File: src/rtl/input_buffer_streamer_pkg.sv
// input_buffer_streamer_pkg: shared defaults and FSM state type for the input buffer streamer.
package input_buffer_streamer_pkg;
  localparam int DATA_W = 32;
  localparam int DEPTH  = 16;
  localparam int ADDR_W = 4;
  typedef enum logic {IDLE, STREAM} state_e;
endpackage

File: src/rtl/input_buffer_streamer_mem.sv
// input_buf_mem: DEPTH x DATA_W storage, synchronous write, combinational read (read-before-write at an edge).
module input_buf_mem #(
  parameter int DATA_W = input_buffer_streamer_pkg::DATA_W,
  parameter int DEPTH  = input_buffer_streamer_pkg::DEPTH,
  parameter int ADDR_W = input_buffer_streamer_pkg::ADDR_W
) (
  input  logic              clk,
  input  logic              wr_en,
  input  logic [ADDR_W-1:0] wr_addr,
  input  logic [DATA_W-1:0] wr_data,
  input  logic [ADDR_W-1:0] rd_addr,
  output logic [DATA_W-1:0] rd_data
);
  logic [DATA_W-1:0] mem [DEPTH];
  always_ff @(posedge clk) begin
    if (wr_en) mem[wr_addr] <= wr_data;
  end
  assign rd_data = mem[rd_addr];
endmodule

File: src/rtl/input_buffer_streamer.sv
// input_buffer_streamer: host-loaded 16-entry buffer streamed as a wrap-around address range
// over a valid/ready handshake, with busy/done status.
module input_buffer_streamer #(
  parameter int DATA_W = input_buffer_streamer_pkg::DATA_W,
  parameter int DEPTH  = input_buffer_streamer_pkg::DEPTH,
  parameter int ADDR_W = input_buffer_streamer_pkg::ADDR_W
) (
  input  logic              clk,
  input  logic              rst_n,
  input  logic              ext_wr_en,
  input  logic [ADDR_W-1:0] ext_wr_addr,
  input  logic [DATA_W-1:0] ext_wr_data,
  input  logic              start,
  input  logic [ADDR_W-1:0] start_addr,
  input  logic [ADDR_W:0]   len,
  output logic [DATA_W-1:0] data_to_array,
  output logic              data_valid,
  input  logic              array_ready,
  output logic              busy,
  output logic              done
);
  import input_buffer_streamer_pkg::*;
  localparam logic [ADDR_W:0] DEPTH_L = (ADDR_W+1)'(DEPTH);
  state_e            state_q, state_d;
  logic [ADDR_W-1:0] ptr_q, ptr_d, rem_q, rem_d, rd_addr;
  logic [DATA_W-1:0] data_q, data_d, rd_data;
  logic              valid_q, valid_d, done_q, done_d;
  logic [ADDR_W:0]   eff_len;
  input_buf_mem #(.DATA_W(DATA_W), .DEPTH(DEPTH), .ADDR_W(ADDR_W)) u_mem (
    .clk     (clk),
    .wr_en   (ext_wr_en),
    .wr_addr (ext_wr_addr),
    .wr_data (ext_wr_data),
    .rd_addr (rd_addr),
    .rd_data (rd_data)
  );
  assign eff_len = (len > DEPTH_L) ? DEPTH_L : len;
  // In IDLE the read port looks at start_addr so the first word loads on the start edge.
  assign rd_addr = (state_q == IDLE) ? start_addr : ptr_q;
  always_comb begin
    state_d = state_q;
    ptr_d   = ptr_q;
    rem_d   = rem_q;
    data_d  = data_q;
    valid_d = valid_q;
    done_d  = 1'b0;
    if (state_q == IDLE) begin
      if (start && eff_len != '0) begin
        state_d = STREAM;
        data_d  = rd_data;
        valid_d = 1'b1;
        ptr_d   = start_addr + 1'b1;
        rem_d   = ADDR_W'(eff_len - 1'b1);
      end else if (start) begin
        done_d  = 1'b1;
      end
    end else if (array_ready) begin
      if (rem_q != '0) begin
        data_d = rd_data;
        ptr_d  = ptr_q + 1'b1;
        rem_d  = rem_q - 1'b1;
      end else begin
        state_d = IDLE;
        valid_d = 1'b0;
        done_d  = 1'b1;
      end
    end
  end
  always_ff @(posedge clk or negedge rst_n) begin
    if (!rst_n) begin
      state_q <= IDLE;
      ptr_q   <= '0;
      rem_q   <= '0;
      data_q  <= '0;
      valid_q <= 1'b0;
      done_q  <= 1'b0;
    end else begin
      state_q <= state_d;
      ptr_q   <= ptr_d;
      rem_q   <= rem_d;
      data_q  <= data_d;
      valid_q <= valid_d;
      done_q  <= done_d;
    end
  end
  assign data_to_array = data_q;
  assign data_valid    = valid_q;
  assign busy          = (state_q == STREAM);
  assign done          = done_q;
endmodule

File: config.mk
export PLATFORM = sky130hd
export DESIGN_NAME = input_buffer_streamer
export DESIGN_NICKNAME = d
export VERILOG_FILES = /design/src/rtl/input_buffer_streamer_pkg.sv /design/src/rtl/input_buffer_streamer_mem.sv /design/src/rtl/input_buffer_streamer.sv
export SDC_FILE = /design/constraint.sdc
export NUM_CORES = 1
export LEC_CHECK = 0
export CAP_MARGIN = 40
export CELL_PAD_IN_SITES_DETAIL_PLACEMENT = 0
export CELL_PAD_IN_SITES_GLOBAL_PLACEMENT = 1
export CORE_ASPECT_RATIO = 0.7
export CORE_MARGIN = 3
export CORE_UTILIZATION = 55
export DETAILED_ROUTE_END_ITERATION = 10
export PLACE_DENSITY_LB_ADDON = 0.05
export SETUP_SLACK_MARGIN = 0.15
export SYNTH_ARGS = -nofsm -noshare
export SYNTH_HDL_FRONTEND = slang
export SYNTH_SLANG_ARGS = --single-unit
export TNS_END_PERCENT = 20
File: constraint.sdc
create_clock -name clk -period 2.7 [get_ports clk]
set_input_delay 0.81 -clock clk [delete_from_list [all_inputs] [get_ports clk]]
set_output_delay 0.81 -clock clk [all_outputs]
set_load 0.05 [all_outputs]
# ---- After elaboration in Yosys (flattened, before gate mapping)
# Memory sizes are Yosys's and may differ from the RTL's.
# Cells that the tools add are included.
dict set report classes {
  n_mux 29
  eq_ne 3
  magnitude_cmp 1
  n_addsub 4
  n_reduce_logical 6
}
# op n
set op_table {}
lappend op_table {{2-to-1 mux 32 bit} 4}
lappend op_table {{2-to-1 mux 4 bit} 9}
lappend op_table {{2-to-1 mux 1 bit} 15}
lappend op_table {{adder 4 x 1 -> 4 bit, second input constant} 2}
lappend op_table {{subtractor 4 x 1 -> 4 bit, second input constant} 2}
lappend op_table {{AND reduction 3 bit} 2}
lappend op_table {{greater-than comparator 5 bit, second input constant} 1}
lappend op_table {{2-to-1 mux 5 bit} 1}
lappend op_table {{nonzero test 5 bit} 1}
lappend op_table {{!= test 2 bit, second input constant} 2}
lappend op_table {{nonzero test 4 bit} 1}
lappend op_table {{!= test 2 x 1 -> 1 bit, second input constant} 1}
lappend op_table {{nonzero test 2 bit} 1}
lappend op_table {{logical AND 1 bit} 1}
dict set report word_totals {
  register_bits 43
  ramBits 512
  memories 1
  inputBits 50
}
# memory words width read_ports rd_clocked_by_memory_dff write_ports line
set mem_list {}
lappend mem_list {u_mem.mem 16 32 1 0 1 input_buffer_streamer_mem.sv:14} ;# logic [DATA_W-1:0] mem [DEPTH];

# ---- Logic depth before layout (Yosys ltp)
# Gate-level depths: netlist of the first run.
dict set report logic_depth {
  word_depth 6
  ltp_mapped 9
}

# ---- Hierarchy
# Synthesis of the first run repeated with hierarchy kept, for this count alone.
dict set report hier_totals {
  cells_unflattened 945
  area_unflattened_um2 21207.8
}
# module instances cells_per_inst area_each_um2
set modules_own_cells {}
lappend modules_own_cells {input_buf_mem 1 806 19213.4}
lappend modules_own_cells {input_buffer_streamer 1 139 1994.4}

# ---- Worst setup path before layout of the first run
# OpenSTA, ideal clock, no wires.
dict set report synth_path {
  kind {input-to-reg}
  from {input port ext_wr_addr[2]}
  to {memory u_mem.mem[0][0] (enable)}
  cell_stages 2
  path_slack_ns -1.290
  t_required_ns 2.239
  setup_ns 0.461
  arrival_time_ns 3.528
  cell_sequence {or3b_2 -> nor3_1}
}
# element line
set synth_rtl {}
lappend synth_rtl {{from (decl)} input_buffer_streamer.sv:11} ;# input logic [ADDR_W-1:0] ext_wr_addr,
lappend synth_rtl {{to (decl)} input_buffer_streamer_mem.sv:14}
# Straight into the memory's write port.

# ---- Worst setup path after layout of the first run
dict set report layout_path {
  from {input port start_addr[1]}
  to {register data_q[12], in the netlist data_to_array[12]}
}
dict set report layout_via {
  elab_chain_cells 5
  word_cells_on_any_way 6
  classes_between {mux: 5; memory: 1}
}
# element line
set layout_lines {}
lappend layout_lines {{from (decl)} input_buffer_streamer.sv:14} ;# input logic [ADDR_W-1:0] start_addr,
lappend layout_lines {{2-to-1 mux 4 bit (*)} input_buffer_streamer.sv:39} ;# assign rd_addr = (state_q == IDLE) ? start_addr : ptr_q;
lappend layout_lines {{memory (16 x 32 bit) (*)} --}
lappend layout_lines {{2-to-1 mux 32 bit} input_buffer_streamer.sv:58} ;# if (rem_q != '0) begin
lappend layout_lines {{2-to-1 mux 32 bit} input_buffer_streamer.sv:57} ;# end else if (array_ready) begin
lappend layout_lines {{2-to-1 mux 32 bit (*)} input_buffer_streamer.sv:47} ;# if (state_q == IDLE) begin
lappend layout_lines {{to (signal assigned)} input_buffer_streamer.sv:81} ;# data_q <= data_d;
lappend layout_lines {{to (decl)} input_buffer_streamer.sv:26} ;# logic [DATA_W-1:0] data_q, data_d, rd_data;
# Mark *: on every way between the ends. The rest lies on a longest branch, timed or not. The select of a mux whose other input is x is not followed.
# A chain may end at the register's enable or synchronous reset.

==> impl_metrics.tcl, run 1 <==
set metrics [dict create \
    hold_viol 0 \
    synth_top_family_by_area "compound AO/OA/AOI/OAI gates" \
    synth_xor_area_share_pct 0.1459 \
    fin_nets 2052 \
    overflow 0 \
    syn_nets 1919 \
    synth.area.mux_share_pct 0.2240 \
    clk_pin_slew_ns 0.06 \
    drtPass1Iterations 5 \
    cts_inserted_buffers 52 \
    cts_setup_buffers 0 \
    utilization_pct 66.79 \
    vias 16471 \
    crit_path_end_kind "flop" \
    final.setup_skew_ns 0.01749 \
    start_util_pct 56.21 \
    routedWlPerCell_um 25.15 \
    grtUsageTotal_pct 28.25 \
    hpwlAfterDp_um 38470 \
    final_cells 2626 \
    htreeDepth 2 \
    report.power.total_uw 29080 \
    synth_compound_area_share_pct 15.01 \
    vdd_ir_drop_max_mv 0.6685 \
    p_per_area_nw_per_um2 1019 \
    synth_cells 1867 \
    avgSynthCellArea_um2 12.86 \
    critical_path.startpoint_type "input port" \
    diodes 0 \
    die_width_um 255.8 \
    path_max_fanout 21 \
    cts_hold_buffers 0 \
    yosysMostFrequentCell "edfxtp_1" \
    yosysTopAreaCell "edfxtp_1" \
    seq_area_frac_synth_pct 68.50 \
    drtIter0Drc 1801 \
    period_share_pct 92.58 \
    area_growth_pct 18.82 \
    die_h_um 180.8 \
    place_inst 2531 \
    fin_ws_ns 0.2003 \
    synth_flop_cell "edfxtp_1" \
    synth.distinct_cells 49 \
    rows 63 \
    port_buffers 84 \
    drive_gt1_share_pct 11.95 \
    die-area_um2 46250 \
    syn_area_um2 24010 \
    period_needed_ns 2.500 \
    synth-edff-count 512 \
    grt_antenna_before_repair 6 \
    clk_latency_ns 0.57 \
    synthTopCellsByArea "edfxtp_1 64%, nand2b_1 7.6%, dfrtp_1 4.5%" \
    yosys.area.top_type_share_pct 64.02 \
    ios 85 \
    yosys_warnings 0 \
    run_status "finished clean" \
    maxCapViolCount 0 \
    crit_arrival_ns 2.95 \
    grt_pass1_vias 15618 \
    clock-sinks 555 \
    grt_max_degree 97 \
    ys_ff_latch 555 \
    crit_required_ns 3.15 \
    pre_cts_slack_ns -0.4537 \
    worstMarginPinSlew_ns 0.7160 \
    coreArea_um2 42720 \
    async_flop_share_pct 7.748 \
    slew_headroom_pct 52.12 \
    fmax_ghz 0.4000 \
    avgViaCountPerCell 6.272 \
    p_leak_uw 0.009613 \
    grt_pass1_wl_um 98850 \
    synthTopCellsByCount "512 x edfxtp_1, 293 x nand2b_1, 128 x a22oi_1" \
    drc 0 \
    critPathKind "in2reg" \
    synth_fa_ha_area_share_pct 0.1042 \
    gp_congestion 0.8059 \
    cts-root-buf "clkbuf_16" \
    drv_slew 0 \
    ant_nets 0 \
    clk_path_buf_depth 3 \
    finalWirelength_um 66050 \
    hp-class "in2async" \
    setup_viol 0 \
    rsz0062_at_grt "no" \
    cts_tree "done" \
    yosys.area_share.simple_pct 13.03 \
]
## where the power goes
| group | leakage (µW) | switching [µW] | internal [µW] | total (µW) |
|---|---|---|---|---|
| Combinational | 0.00360 | 7000 | 4110 | 11100 |
| Sequential | 0.00515 | 492 | 9880 | 10400 |
| Clock | 0.000861 | 3090 | 4510 | 7600 |
| Total | 0.00961 | 10600 | 18500 | 29100 |
## cells by family after synthesis
family / Yosys count
AOI/OAI and AO/OA: 565
DFF: 555
muxes: 4
and+or+nand+nor: 575
adders and majority gates: 2
buffers and inverters: 162
xor gates and xnor gates: 4
## repair_timing
| action | 4_1_cts | 5_1_grt |
|---|---|---|
| setup endpoints to repair | 33 | 2 |
| resized for setup | 32 | 1 |
| pin swaps | 0 | 1 |
| hold endpoints to repair | 0 | 0 |
## path summary, 6_finish.rpt
check | from | to | slack (ns) | cells after the start
max | start_addr[1] | data_to_array[12]$_DFFE_PN0P_ | 0.20 | 9
min | rst_n | data_to_array[12]$_DFFE_PN0P_ | 0.24 | 2
max reg2reg | busy$_DFF_PN0_ | data_to_array[12]$_DFFE_PN0P_ | 0.32 | 8
min reg2reg | data_to_array[4]$_DFFE_PN0P_ | data_to_array[4]$_DFFE_PN0P_ | 0.52 | 2
max in group asynchronous | rst_n | busy$_DFF_PN0_ | 2.16 | 2
min in group clk | data_to_array[4]$_DFFE_PN0P_ | data_to_array[4]$_DFFE_PN0P_ | 0.52 | 2
## cell type report
class | instances | area [µm²]
clock buffers | 76 | 1503
well taps | 585 | 732.0
flip-flops and latches | 555 | 16450
repair buffers | 206 | 2401
inverters | 35 | 131.4
multi-input cells | 1150 | 7041
clock inverters | 19 | 272.8
fillers | 3099 | 14190
## metrics by stage
step,hold slack [ns],setup TNS (ns),instance area (µm²)
after floorplan,0.4454,-35.67,24060
after global placement,0.4906,-4.740,26790
after detailed placement,0.4948,-6.064,26790
after CTS,0.2409,0,28530
after global routing,0.2406,0,28530
final,0.2426,0,28530
## state kept, by name, indices dropped and copies added, names as in the netlist
register / count
u_mem.mem: 512
data_to_array: 32
ptr_q: 4
rem_q: 4
busy: 1
data_valid: 1
done: 1
## critical path, stage by stage
cell and delay [ns]:
clkdlybuf4s50_1 0.51, nor2_4 0.24, buf_12 0.24, a22oi_4 0.11, buf_4 0.23, o21ai_0 0.14
o21ai_0 0.20, a32oi_2 0.35, nand3_1 0.11
## routing by layer
| layer | up-vias | routed length, µm | global-route usage [%] |
|---|---|---|---|
| li1 | 7408 | - | - |
| met1 | 8205 | 29130 | 42.79 |
| met4 | 4 | 1278 | 6.699 |
| met3 | 99 | 6331 | 5.282 |
| met5 | - | 28 | 0 |
| met2 | 755 | 29280 | 42.75 |
## placed cells by master, fill, tap and decap left out, types with 48 or more instances in the layout
cell             Yosys  final
a211oi_1            64     64
edfxtp_1           512    512
buf_12               0     56
a21oi_1            102    102
nand2b_1           293    293
clkbuf_16            0     53
o22ai_1             65     65
nand3_1             66     66
nand2_1             78     78
o21ai_0            113    113
clkdlybuf4s50_1      0     48
nor3_1              70     66
buf_4                2     69
a22oi_1            128    128
No activity file was read; power rests on OpenSTA's default activity.
==> run 2: changes to the inputs <==
--- a/config.mk
+++ b/config.mk
@@ -10,11 +10,13 @@
 export CELL_PAD_IN_SITES_GLOBAL_PLACEMENT = 1
 export CORE_ASPECT_RATIO = 0.7
 export CORE_MARGIN = 3
-export CORE_UTILIZATION = 55
+export CORE_UTILIZATION = 58
 export DETAILED_ROUTE_END_ITERATION = 10
 export PLACE_DENSITY_LB_ADDON = 0.05
+export RECOVER_POWER = 50
 export SETUP_SLACK_MARGIN = 0.15
 export SYNTH_ARGS = -nofsm -noshare
 export SYNTH_HDL_FRONTEND = slang
+export SYNTH_HIERARCHICAL = 1
 export SYNTH_SLANG_ARGS = --single-unit
 export TNS_END_PERCENT = 20
==> run 2 against run 1 <==
The run now ends with max-capacitance violations, max-slew violations left; global-route usage shrank 3.3 points; combinational power is essentially flat; wire length shrank 28%; synthesized cell count shrank 49%; die area shrank 16%; via count shrank 37%; critical path depth shrank 8; sequential share of layout area grew 7.3 points; hold slack gained 0.26 ns; critical path type is now reg2out; largest cell class unchanged; highest routed layer is now met4.
==> impl_metrics.tcl, run 2 <==
set metrics [dict create \
    final.fill_count 2168 \
    crit_required_ns 1.89 \
    place_area_um2 23590 \
    rr_startpoint "busy$_DFF_PN0_" \
    yosys.area.top_type_share_pct 72.50 \
    regArea_um2 16450 \
    violations "max-capacitance violations, max-slew violations" \
    whs_ns 0.5056 \
    critical_path.startpoint_type "flop" \
    crit_buf_inv 1 \
    maxCapViolCount 1 \
    drv_slew 18 \
    synth_cells 945 \
    rr_endpoint "data_to_array[16]$_DFFE_PN0P_" \
    layout_commonest_cell "edfxtp_1" \
    synth_flop_cell "edfxtp_1" \
    coreArea_um2 35370 \
    min_from "data_to_array[24]$_DFFE_PN0P_" \
    cts_tree "done" \
    yosys_warnings 6 \
    worstMarginPinSlew_ns 1.695 \
    area_growth_pct 19.49 \
    sequentialPowerShare_pct 36.5 \
    grtUsageTotal_pct 24.97 \
    rows 57 \
    crit_arrival_ns 1.79 \
    p_switching_uw 8773 \
    avgSynthCellArea_um2 22.44 \
    run_status "complete, but fails checks" \
    slew_headroom_pct -12.99 \
    ios 85 \
    place_inst 1527 \
    pwr-share-comb_pct 38.5 \
    pre_cts_slack_ns -0.5698 \
    ys_ff_latch 555 \
    grt_pass1_vias 10485 \
    diodes 0 \
    fin_ws_ns 0.1002 \
    cts_inserted_buffers 50 \
    multiInputGateArea_um2 4646 \
    fmax_ghz 0.3847 \
    rsz0062_at_grt "yes" \
    avgViaCountPerCell 6.347 \
    hp-class "reg2reg" \
    clk_path_buf_depth 3 \
    largest_reg_flops 512 \
    clock-sinks 555 \
    period_share_pct 96.29 \
    port_buffers 84 \
    syn_nets 997 \
    cp_top_family "buffers and inverters" \
    clk_latency_ns 0.58 \
    fin_nets 1168 \
    drtIter0Drc 1371 \
    holdPathStages 1 \
    gp_congestion 0.7376 \
    cts-root-buf "clkbuf_16" \
    p_per_area_nw_per_um2 1106 \
    vdd_ir_drop_max_mv 0.7197 \
    vias 10345 \
    drc 0 \
    synthTopCellsByArea "edfxtp_1 72%, mux4_2 14%, dfrtp_1 5.1%" \
    yosysTopAreaCell "edfxtp_1" \
    r2r_cells 8 \
    critPathKind "reg2out" \
    regMostFlops "u_mem/mem" \
    final.setup_skew_ns 0.02191 \
    grt_antenna_before_repair 0 \
    synth.distinct_cells 38 \
    slowest_delay_ns 0.84 \
    setup_viol 0 \
    drive_gt1_share_pct 30.48 \
    p_leak_uw 0.008397 \
    hold_viol 0 \
    design_area_um2 25340 \
    yosysMostFrequentCell "edfxtp_1" \
    routedWlPerCell_um 29.13 \
    synthTopCellsByCount "512 x edfxtp_1, 128 x mux4_2, 65 x a22oi_1" \
    overflow 0 \
    async_flop_share_pct 7.748 \
    ff2ff_setup_slack_ns 0.24 \
    ant_nets 0 \
    hpwlAfterDp_um 25350 \
    synth-edff-count 512 \
    start_util_pct 59.95 \
    finalWirelength_um 47480 \
    crit_path_end_kind "output pin" \
    crit_path_top_delay_cell "clkdlybuf4s50_1" \
    grt_pass1_wl_um 70220 \
    whs_endpoint "data_to_array[24]$_DFFE_PN0P_" \
    layout_common_cells "512 x edfxtp_1, 128 x mux4_2, 57 x a22oi_1, 50 x clkbuf_16, 43 x dfrtp_1" \
    die_h_um 166.0 \
    cts_hold_buffers 0 \
    p_int_uw 19260 \
    final_cells 1630 \
    die_width_um 234.6 \
    die-area_um2 38930 \
    period_needed_ns 2.600 \
    clk_pin_slew_ns 0.06 \
    swShare_pct 31.30 \
    path_max_fanout 2 \
    seq_area_frac_synth_pct 77.57 \
    grt_max_degree 33 \
    syn_area_um2 21210 \
    drtPass1Iterations 5 \
    utilization_pct 71.64 \
    htreeDepth 2 \
    clock_power_share_pct 25.0 \
    cp_cell_sequence "clkdlybuf4s50_1" \
]
run 2: power by group through the flow:
stage | sequential [µW] | clock [µW] | combinational [µW]
5_1_grt | 10300 | 7510 | 11500
2_1_floorplan | 11200 | 0 | 6150
4_1_cts | 10200 | 7130 | 10600
3_3_place_gp | 10400 | 0 | 10200
3_5_place_dp | 10400 | 0 | 10300
6_report | 10200 | 7000 | 10800
run 2: worst max-delay path by stage:
stage | cells past startpoint | end | start
final | 1 | data_to_array[11] | data_to_array[11]$_DFFE_PN0P_
after CTS | 1 | data_to_array[13] | data_to_array[13]$_DFFE_PN0P_
after global routing | 1 | data_to_array[11] | data_to_array[11]$_DFFE_PN0P_
after global placement | 8 | data_to_array[31]$_DFFE_PN0P_ | start_addr[0]
after detailed placement | 8 | data_to_array[31]$_DFFE_PN0P_ | start_addr[0]
after floorplan | 2 | u_mem/mem[10][0]$_DFFE_PP_ | ext_wr_addr[2]
run 2: kinds of logic after synthesis:
group / Yosys count / share of synthesized area [%]
xor gates and xnor gates: 3 / 0.1239
adders and majority gates: 2 / 0.1180
AOI/OAI and AO/OA: 76 / 2.661
buffers and inverters: 55 / 1.475
muxes: 170 / 16.11
and+or+nand+nor: 84 / 1.941
DFF: 555 / 77.57
run 2: timing repair:
action	in CTS	in global routing
pin swaps	0	1
endpoints found under the setup margin	55	57
gates cloned	2	2
resized for setup	14	15
setup buffers	1	4
run 2: area by class of cell:
class / instances / share of cell area [%]
tap: 472 / 2.331
inverter: 6 / 0.2024
sequential: 555 / 64.92
clock buffer: 66 / 5.254
clock inverter: 28 / 1.081
timing repair inverter: 2 / 0.07900
timing repair buffer: 166 / 7.801
multi-input combinational: 335 / 18.33
run 2: routing by layer:
layer / vias up / wire [µm] / global-route usage [%]
li1: 4329 / - / -
met1: 5501 / 21070 / 40.77
met2: 463 / 21970 / 36.70
met3: 52 / 3811 / 4.287
met4: 0 / 622 / 4.387
met5: - / 0 / 0
run 2: stage by stage:
step / total power [µW] / setup TNS [ns]
2_1_floorplan: 17330 / -36.90
3_3_place_gp: 20540 / -14.36
3_5_place_dp: 20670 / -15.20
4_1_cts: 27980 / 0
5_1_grt: 29260 / 0
6_report: 28030 / 0
